`config.mk`:
```
export PLATFORM = sky130hd
export DESIGN_NAME = program_loader
export DESIGN_NICKNAME = d
export VERILOG_FILES = /design/src/rtl/program_loader_pkg.sv /design/src/rtl/rv32i_instr_encoder.sv /design/src/rtl/program_loader.sv
export SDC_FILE = /design/constraint.sdc
export NUM_CORES = 1
export LEC_CHECK = 0
export CAP_MARGIN = 20
export CORE_MARGIN = 8
export CORE_UTILIZATION = 49
export CTS_BUF_LIST = sky130_fd_sc_hd__clkbuf_8
export DETAILED_ROUTE_END_ITERATION = 10
export GPL_ROUTABILITY_DRIVEN = 0
export GPL_TIMING_DRIVEN = 0
export PLACE_DENSITY_LB_ADDON = 0.2
export SLEW_MARGIN = 10
export SYNTH_ARGS = -nofsm -noshare
export SYNTH_HDL_FRONTEND = slang
export SYNTH_SLANG_ARGS = --single-unit
```
`constraint.sdc`:
```
create_clock -name clk -period 2.96 [get_ports clk]
set_clock_uncertainty 0.2 [all_clocks]
set_input_delay 0.74 -clock clk [delete_from_list [all_inputs] [get_ports clk]]
set_output_delay 0.74 -clock clk [all_outputs]
set_load 0.01 [all_outputs]
```
`src/rtl/program_loader_pkg.sv`:
```
// Shared RV32I encoding constants, op-request payload and loader state type.
package program_loader_pkg;

    localparam int unsigned XLEN      = 32;
    localparam int unsigned OPCLASS_W = 4;
    localparam int unsigned REG_W     = 5;

    // Major opcodes, instr[6:2]; the low two bits are always 2'b11.
    localparam logic [4:0] OPCODE_LOAD   = 5'b00000;
    localparam logic [4:0] OPCODE_OP_IMM = 5'b00100;
    localparam logic [4:0] OPCODE_AUIPC  = 5'b00101;
    localparam logic [4:0] OPCODE_STORE  = 5'b01000;
    localparam logic [4:0] OPCODE_OP     = 5'b01100;
    localparam logic [4:0] OPCODE_LUI    = 5'b01101;
    localparam logic [4:0] OPCODE_BRANCH = 5'b11000;
    localparam logic [4:0] OPCODE_JALR   = 5'b11001;
    localparam logic [4:0] OPCODE_JAL    = 5'b11011;

    localparam logic [OPCLASS_W-1:0] OPCLASS_R       = 4'd0;
    localparam logic [OPCLASS_W-1:0] OPCLASS_I_ARITH = 4'd1;
    localparam logic [OPCLASS_W-1:0] OPCLASS_LOAD    = 4'd2;
    localparam logic [OPCLASS_W-1:0] OPCLASS_STORE   = 4'd3;
    localparam logic [OPCLASS_W-1:0] OPCLASS_BRANCH  = 4'd4;
    localparam logic [OPCLASS_W-1:0] OPCLASS_JALR    = 4'd5;
    localparam logic [OPCLASS_W-1:0] OPCLASS_JAL     = 4'd6;
    localparam logic [OPCLASS_W-1:0] OPCLASS_AUIPC   = 4'd7;
    localparam logic [OPCLASS_W-1:0] OPCLASS_LUI     = 4'd8;
    localparam logic [OPCLASS_W-1:0] OPCLASS_SYSTEM  = 4'd9;

    localparam logic [XLEN-1:0] INSTR_NOP    = 32'h0000_0013;
    localparam logic [XLEN-1:0] INSTR_ECALL  = 32'h0000_0073;
    localparam logic [XLEN-1:0] INSTR_EBREAK = 32'h0010_0073;

    typedef struct packed {
        logic [OPCLASS_W-1:0] op_class;
        logic [REG_W-1:0]     rd;
        logic [REG_W-1:0]     rs1;
        logic [REG_W-1:0]     rs2;
        logic [2:0]           funct3;
        logic                 f7b5;
        logic [XLEN-1:0]      imm;
    } op_req_t;

    typedef enum logic [1:0] {
        ST_IDLE,
        ST_LOAD,
        ST_TERM,
        ST_DONE
    } load_state_t;

    function automatic logic [6:0] opc(input logic [4:0] code);
        return {code, 2'b11};
    endfunction

endpackage

```
`src/rtl/rv32i_instr_encoder.sv`:
```
// Combinational op-request to RV32I instruction word encoder.
module rv32i_instr_encoder
    import program_loader_pkg::*;
(
    input  op_req_t         req,
    output logic [XLEN-1:0] word,
    output logic            illegal
);

    // Bit 0 of B/J offsets is implied by the ISA and never encoded.
    logic unused_imm0;
    assign unused_imm0 = req.imm[0];

    always_comb begin
        word    = INSTR_NOP;
        illegal = 1'b0;
        case (req.op_class)
            OPCLASS_R:
                word = {1'b0, req.f7b5, 5'b0, req.rs2, req.rs1, req.funct3, req.rd, opc(OPCODE_OP)};
            OPCLASS_I_ARITH: begin
                if (req.funct3 == 3'b001 || req.funct3 == 3'b101)
                    word = {1'b0, req.f7b5, 5'b0, req.imm[4:0], req.rs1, req.funct3, req.rd,
                            opc(OPCODE_OP_IMM)};
                else
                    word = {req.imm[11:0], req.rs1, req.funct3, req.rd, opc(OPCODE_OP_IMM)};
            end
            OPCLASS_LOAD:
                word = {req.imm[11:0], req.rs1, req.funct3, req.rd, opc(OPCODE_LOAD)};
            OPCLASS_JALR:
                word = {req.imm[11:0], req.rs1, 3'b000, req.rd, opc(OPCODE_JALR)};
            OPCLASS_STORE:
                word = {req.imm[11:5], req.rs2, req.rs1, req.funct3, req.imm[4:0], opc(OPCODE_STORE)};
            OPCLASS_BRANCH:
                word = {req.imm[12], req.imm[10:5], req.rs2, req.rs1, req.funct3,
                        req.imm[4:1], req.imm[11], opc(OPCODE_BRANCH)};
            OPCLASS_JAL:
                word = {req.imm[20], req.imm[10:1], req.imm[11], req.imm[19:12], req.rd,
                        opc(OPCODE_JAL)};
            OPCLASS_AUIPC:
                word = {req.imm[31:12], req.rd, opc(OPCODE_AUIPC)};
            OPCLASS_LUI:
                word = {req.imm[31:12], req.rd, opc(OPCODE_LUI)};
            OPCLASS_SYSTEM:
                word = req.f7b5 ? INSTR_EBREAK : INSTR_ECALL;
            default:
                illegal = 1'b1;
        endcase
    end

endmodule

```
`src/rtl/program_loader.sv`:
```
// Streams encoded RV32I ops into IMEM and closes each session with an ECALL terminator.
module program_loader
    import program_loader_pkg::*;
#(
    parameter int unsigned DEPTH     = 64,
    parameter logic [31:0] BASE_ADDR = 32'h0
) (
    input  logic                         clk,
    input  logic                         rst,
    input  logic                         start,
    input  logic                         op_valid,
    output logic                         op_ready,
    input  logic [3:0]                   op_class,
    input  logic [4:0]                   op_rd,
    input  logic [4:0]                   op_rs1,
    input  logic [4:0]                   op_rs2,
    input  logic [2:0]                   op_funct3,
    input  logic                         op_f7b5,
    input  logic [31:0]                  op_imm,
    input  logic                         op_last,
    output logic                         imem_we,
    output logic [31:0]                  imem_addr,
    output logic [31:0]                  imem_wdata,
    output logic                         busy,
    output logic                         done,
    output logic                         err_illegal,
    output logic                         err_overflow,
    output logic [$clog2(DEPTH+1)-1:0]   word_count
);

    localparam int unsigned CW        = $clog2(DEPTH + 1);
    localparam logic [CW-1:0] LAST_SLOT = CW'(DEPTH - 1);

    op_req_t         req;
    logic [XLEN-1:0] enc_word;
    logic            enc_illegal;

    assign req = '{op_class: op_class, rd: op_rd, rs1: op_rs1, rs2: op_rs2,
                   funct3: op_funct3, f7b5: op_f7b5, imm: op_imm};

    rv32i_instr_encoder u_encoder (
        .req     (req),
        .word    (enc_word),
        .illegal (enc_illegal)
    );

    load_state_t   state, state_n;
    logic          op_ready_n, imem_we_n, busy_n, done_n, err_ill_n, err_ovf_n;
    logic [31:0]   imem_addr_n, imem_wdata_n;
    logic [CW-1:0] count_n;
    logic [31:0]   slot_addr;
    logic          accept;

    assign accept    = op_valid & op_ready;
    assign slot_addr = BASE_ADDR + 32'({word_count, 2'b00});

    always_ff @(posedge clk or negedge rst) begin
        if (!rst) begin
            state        <= ST_IDLE;
            op_ready     <= 1'b0;
            imem_we      <= 1'b0;
            imem_addr    <= BASE_ADDR;
            imem_wdata   <= 32'h0;
            busy         <= 1'b0;
            done         <= 1'b0;
            err_illegal  <= 1'b0;
            err_overflow <= 1'b0;
            word_count   <= '0;
        end else begin
            state        <= state_n;
            op_ready     <= op_ready_n;
            imem_we      <= imem_we_n;
            imem_addr    <= imem_addr_n;
            imem_wdata   <= imem_wdata_n;
            busy         <= busy_n;
            done         <= done_n;
            err_illegal  <= err_ill_n;
            err_overflow <= err_ovf_n;
            word_count   <= count_n;
        end
    end

    // Next-state and next-output logic; the write strobe is a single-cycle pulse.
    always_comb begin
        state_n      = state;
        op_ready_n   = op_ready;
        imem_we_n    = 1'b0;
        imem_addr_n  = imem_addr;
        imem_wdata_n = imem_wdata;
        busy_n       = busy;
        done_n       = done;
        err_ill_n    = err_illegal;
        err_ovf_n    = err_overflow;
        count_n      = word_count;
        case (state)
            ST_IDLE, ST_DONE: begin
                if (start) begin
                    state_n     = ST_LOAD;
                    op_ready_n  = 1'b1;
                    imem_addr_n = BASE_ADDR;
                    busy_n      = 1'b1;
                    done_n      = 1'b0;
                    err_ill_n   = 1'b0;
                    err_ovf_n   = 1'b0;
                    count_n     = '0;
                end
            end
            ST_LOAD: begin
                if (accept) begin
                    imem_we_n    = 1'b1;
                    imem_addr_n  = slot_addr;
                    imem_wdata_n = enc_word;
                    count_n      = word_count + CW'(1);
                    if (enc_illegal)
                        err_ill_n = 1'b1;
                    // The final slot is reserved for the terminator.
                    if (op_last || count_n == LAST_SLOT) begin
                        state_n    = ST_TERM;
                        op_ready_n = 1'b0;
                        if (!op_last)
                            err_ovf_n = 1'b1;
                    end
                end
            end
            ST_TERM: begin
                imem_we_n    = 1'b1;
                imem_addr_n  = slot_addr;
                imem_wdata_n = INSTR_ECALL;
                count_n      = word_count + CW'(1);
                state_n      = ST_DONE;
                busy_n       = 1'b0;
                done_n       = 1'b1;
            end
            default: state_n = ST_IDLE;
        endcase
    end

endmodule
```
=== After elaboration in Yosys (flattened, before gate mapping) ===
Index checks and enable logic that the tools add are counted.

* Add/subtract/negate cells: 1
* Equality and inequality tests: 20
* Multiplexer cells: 31
* Bitwise logic cells: 1
* Reductions and logical operators: 16

{| class="wikitable"
|+ Operators by type and width
! kind !! count
|-
| $pmux W32 S10 || 1
|-
| $mux W32 || 4
|-
| $pmux W32 S3 || 1
|-
| $pmux W32 S2 || 1
|-
| $mux W21 || 1
|-
| $pmux W7 S3 || 1
|-
| $eq A4 B3 Y1 const B || 4
|-
| $mux W7 || 2
|-
| $pmux W1 S2 || 6
|-
| $mux W1 || 10
|-
| $ne A2 B2 Y1 const B || 5
|-
| $reduce_or A10 Y1 || 1
|-
| $eq A4 B2 Y1 const B || 2
|-
| $eq A4 B4 Y1 const B || 2
|-
| $reduce_and A4 Y1 || 2
|-
| $add A7 B1 Y7 const B || 1
|-
| $eq A7 B6 Y1 const B || 1
|-
| $mux W2 || 3
|-
| $pmux W2 S3 || 1
|-
| $reduce_and A2 Y1 || 3
|-
| $reduce_bool A2 Y1 || 3
|-
| $reduce_and A5 Y1 || 1
|-
| $eq A2 B2 Y1 const B || 2
|-
| $eq A4 B1 Y1 const B || 1
|-
| other kinds (9) || 10
|}

* Flip-flop bits (word level): 79
* Input port bits: 60
* Output and inout bits: 77
* Word-level logic and storage cells: 79

=== Depth between registers and ports, before layout ===
* Depth after elaboration: 6
* Mapped depth: 8
* Mapped depth without buffers: 7

=== Modules after synthesis ===
A second synthesis with hierarchy kept.

* Cell total of the unflattened synthesis: 370
* Area total of the unflattened synthesis: 3484.6 um^2

{| class="wikitable"
|+ Modules (own cells, without submodules)
! module !! times used !! cells each !! area each (um^2) !! sequential area each (um^2)
|-
| program_loader || 1 || 214 || 2447.3 || 1351.3
|-
| rv32i_instr_encoder || 1 || 156 || 1037.2 || 0.0
|}

=== Worst setup path before layout ===
No wires, ideal clock.

* Kind: input to register
* Start: input port op_class[1]
* End: register imem_wdata[24]
* Setup time: 0.121 ns
* Data arrival time: 1.759 ns
* Data required time: 2.639 ns
* Setup slack: 0.880 ns
* Stages on the path: 7
* Buffers on the path: 2
* Cells stage by stage: buf_6 -> and2_1 -> buf_6 -> a22o_1 -> a22oi_1 -> o221ai_1 -> a22o_1

* Cells in the longest elaborated chain, start to end: 4
* Elaborated cells between the ends (all ways): 13
* Classes of those cells: 9 x eq/ne; 3 x mux; 1 x reduce/logical

{| class="wikitable"
|+ Ends and longest elaborated chain
! element !! RTL line !! source
|-
| from (decl) || program_loader.sv:13 || <nowiki>input logic [3:0] op_class,</nowiki>
|-
| $eq A4 B4 Y1, or another cell as far along || rv32i_instr_encoder.sv:17 || <nowiki>case (req.op_class)</nowiki>
|-
| $pmux W32 S10 (*) || rv32i_instr_encoder.sv:17 ||
|-
| $mux W32 (*) || program_loader.sv:109 || <nowiki>if (accept) begin</nowiki>
|-
| $pmux W32 S2 (*) || program_loader.sv:95 || <nowiki>case (state)</nowiki>
|-
| to (signal assigned) || program_loader.sv:74 || <nowiki>imem_wdata <= imem_wdata_n;</nowiki>
|-
| to (decl) || program_loader.sv:23 || <nowiki>output logic [31:0] imem_wdata,</nowiki>
|}

Every way passes the cells marked *; elsewhere a longest branch is shown, timed or not. The select of a mux whose other input is x is not followed.
A chain may end at the register's enable or synchronous reset.

=== Final worst setup path ===
* Start: input port op_class[3]
* End: register imem_wdata[23]

Same word-level chain as after synthesis.

==> flow_summary.yaml <==
synthesis:
  synth_flop_cell: "dfrtp_1"
  synth_seq_cells: 53
  synth_warnings: 0
  synth_cell_types: 57
  ys_seq_area_frac: 0.382
  synthArstFlopShare: 1.00
  synth_edf_count: 0
  post_synth_inst_count: 393
  syn_area_per_cell_um2: 8.84
  netlist_area_um2: 3470
pwr:
  power_density_nw_per_um2: 670
  p_leak_nw: 2.16
  power_mw: 3.28
  irDropWorstVdd_uv: 629
critical_path:
  cp-start-kind: "primary input"
  reg2reg_slack_ps: 710
  cp_data_arrival_time_ps: 2490
  reg2reg_from: "state[0]"
  cp_max_fo: 10
  reg2regPathDepth: 8
  worst_setup_path_end_kind: "flip-flop"
  timing.rr.end: "state[0]"
  cp_data_required_time_ps: 2970
  critPathKind: "primary input to flip-flop"
floorplan:
  die_h_um: 100
  core_area_um2: 6830
  start_util: 0.509
  row_count: 30
  ioPinCount: 137
  die_w_um: 100
  die_area_um2: 10000
cts:
  clk_latency_ps: 310
  cts_max_level: 2
  cts_hold_buf: 0
  cts_sinks: 53
  cts_tree: "yes"
  ctsResizeCount: 0
  cts_buffer_depth: 2
  cts_buffers: 5
  path_clk_slew_ps: 100
  post-cts-setup-buffers: 0
  root_buffer: "clkbuf_8"
detailed_routing:
  wl_mm: 10.8
  firstDrtPassIters: 5
  dr_total_vias: 3483
  viasPerCell: 5.52
  ant_nets: 0
  routedWlPerCell_um: 17.1
  drt_iter0_markers: 172
  drc: 0
place:
  place_inst: 623
  io_buffers: 109
  pre_cts_ws_ps: 172
  dp_hpwl_mm: 8.38
  placed_area_um2: 4790
sta:
  worst_pin_slew_ps: 644
  hold_viol: 0
  max_freq_mhz: 404
  final_max_slew_viol_count: 0
  period_minus_slack_ps: 2470
  hold_slack_ps: 233
  slew_headroom: 0.571
  fin_crit_sh: 0.836
  setup_viol: 0
  worst_slack_ps: 487
  rsz0062_at_grt: "false"
grt:
  grt_antenna_before_repair: 0
  grt_usage: 0.213
  grt_pass1_vias: 3446
  grt_pass1_wl_mm: 17.3
  grt.overflow.total: 0
  grt_max_degree: 28
finish:
  post-route-cell-area_um2: 4900
  diodes: 0
  area_growth_pct: 41.1
  layout_commonest_cell: "clkdlybuf4s50_1"
  fin_nets: 599
  drive_gt1_frac: 0.127
  final_cell_mix: "clkdlybuf4s50_1 (108), dfrtp_1 (53), nand2_1 (37)"
  stdcell_count: 631
run_status:
  outcome: "finished, final reports clean"
run:
  drv_cap: 0
hold_path:
  hold_class: "primary input to asynchronous set/reset pin"
[cell usage after synthesis, types with 2 or more instances]
master / number / area share
buf_6: 5 / 0.016
a211oi_1: 5 / 0.011
a31oi_1: 2 / 0.0036
buf_2: 12 / 0.017
nand3_1: 8 / 0.012
nor2b_1: 24 / 0.043
o21ai_0: 30 / 0.043
dfrtp_1: 53 / 0.38
a22oi_1: 9 / 0.019
and3_1: 3 / 0.0054
o221ai_1: 4 / 0.010
a32o_1: 2 / 0.0058
or2_2: 2 / 0.0036
inv_1: 10 / 0.011
nor2_1: 19 / 0.021
a22o_1: 25 / 0.063
a21oi_1: 36 / 0.052
nand2b_1: 3 / 0.0054
nand2_2: 2 / 0.0036
and2_1: 3 / 0.0054
buf_4: 26 / 0.056
o21ai_1: 3 / 0.0043
ha_1: 5 / 0.018
a221oi_1: 5 / 0.013
mux2i_1: 7 / 0.020
a2bb2oi_1: 3 / 0.0076
o22ai_1: 9 / 0.016
clkbuf_1: 7 / 0.0076
o221a_2: 2 / 0.0065
o211ai_1: 2 / 0.0043
a21o_1: 4 / 0.0086
nor3b_1: 2 / 0.0043
nand2_1: 37 / 0.040
[stage by stage]
stage / util / TNS [ps]
floorplan: - / 0
global placement: 0.699 / -35500
detailed placement: 0.701 / 0
CTS: 0.718 / 0
global route: 0.718 / 0
finish: 0.718 / 0
[cell type report]
cell class	count	area (um2)
fillers	551	1930
well taps	96	120
plain buffers	52	347
multi-input cells	302	1850
inverters	10	37.5
repair buffers	110	1110
clock inverters	3	43.8
flip-flops and latches	53	1330
clock buffers	5	68.8
[power breakdown]
part / switching, mW / internal [mW]
logic: 0.873 / 0.798
registers: 0.166 / 0.932
clock network: 0.262 / 0.254
[worst max-delay path by stage]
stage,from,end,slack [ps]
floorplan,op_class[1],imem_wdata[24],880
global placement,rst,word_count[0],-670
detailed placement,op_class[3],imem_wdata[23],170
CTS,op_class[3],imem_wdata[23],520
global route,op_class[3],imem_wdata[25],340
finish,op_class[3],imem_wdata[23],490
[cells by family (layout without fill, tap and decap cells)]
family	after synthesis	after routing	share of synthesized area
compound gates	150	150	0.293
simple gates	114	114	0.173
buf+inv	62	180	0.111
flops	53	53	0.382
mux	7	7	0.0202
fa+ha+maj	5	5	0.0180
other cells	1	25	0.00108
xor+xnor	1	1	0.00252
[sequential cells by signal (all words and copies together), names as in the netlist]
register and cells:
done 1, state 2, err_overflow 1, op_ready 1
word_count 7, imem_we 1, err_illegal 1, busy 1
imem_wdata 31, imem_addr 7
[worst max-delay path: stages]
cell and delay (ps):
clkdlybuf4s50_1 630, buf_2 280, clkbuf_1 410, o221ai_1 200, a22o_1 220
[metal layers]
metal  GRT usage  routed length, um  part of all wire  vias to the layer above
li1            -                  -                 -                     1667
met1       0.258               4460              0.41                     1647
met2       0.361               5340              0.50                      149
met3      0.0484                709             0.066                       20
met4      0.0756                274             0.025                        0
met5           0                  0                 0                        -
Note: power is estimated with default switching activity, not from simulation.
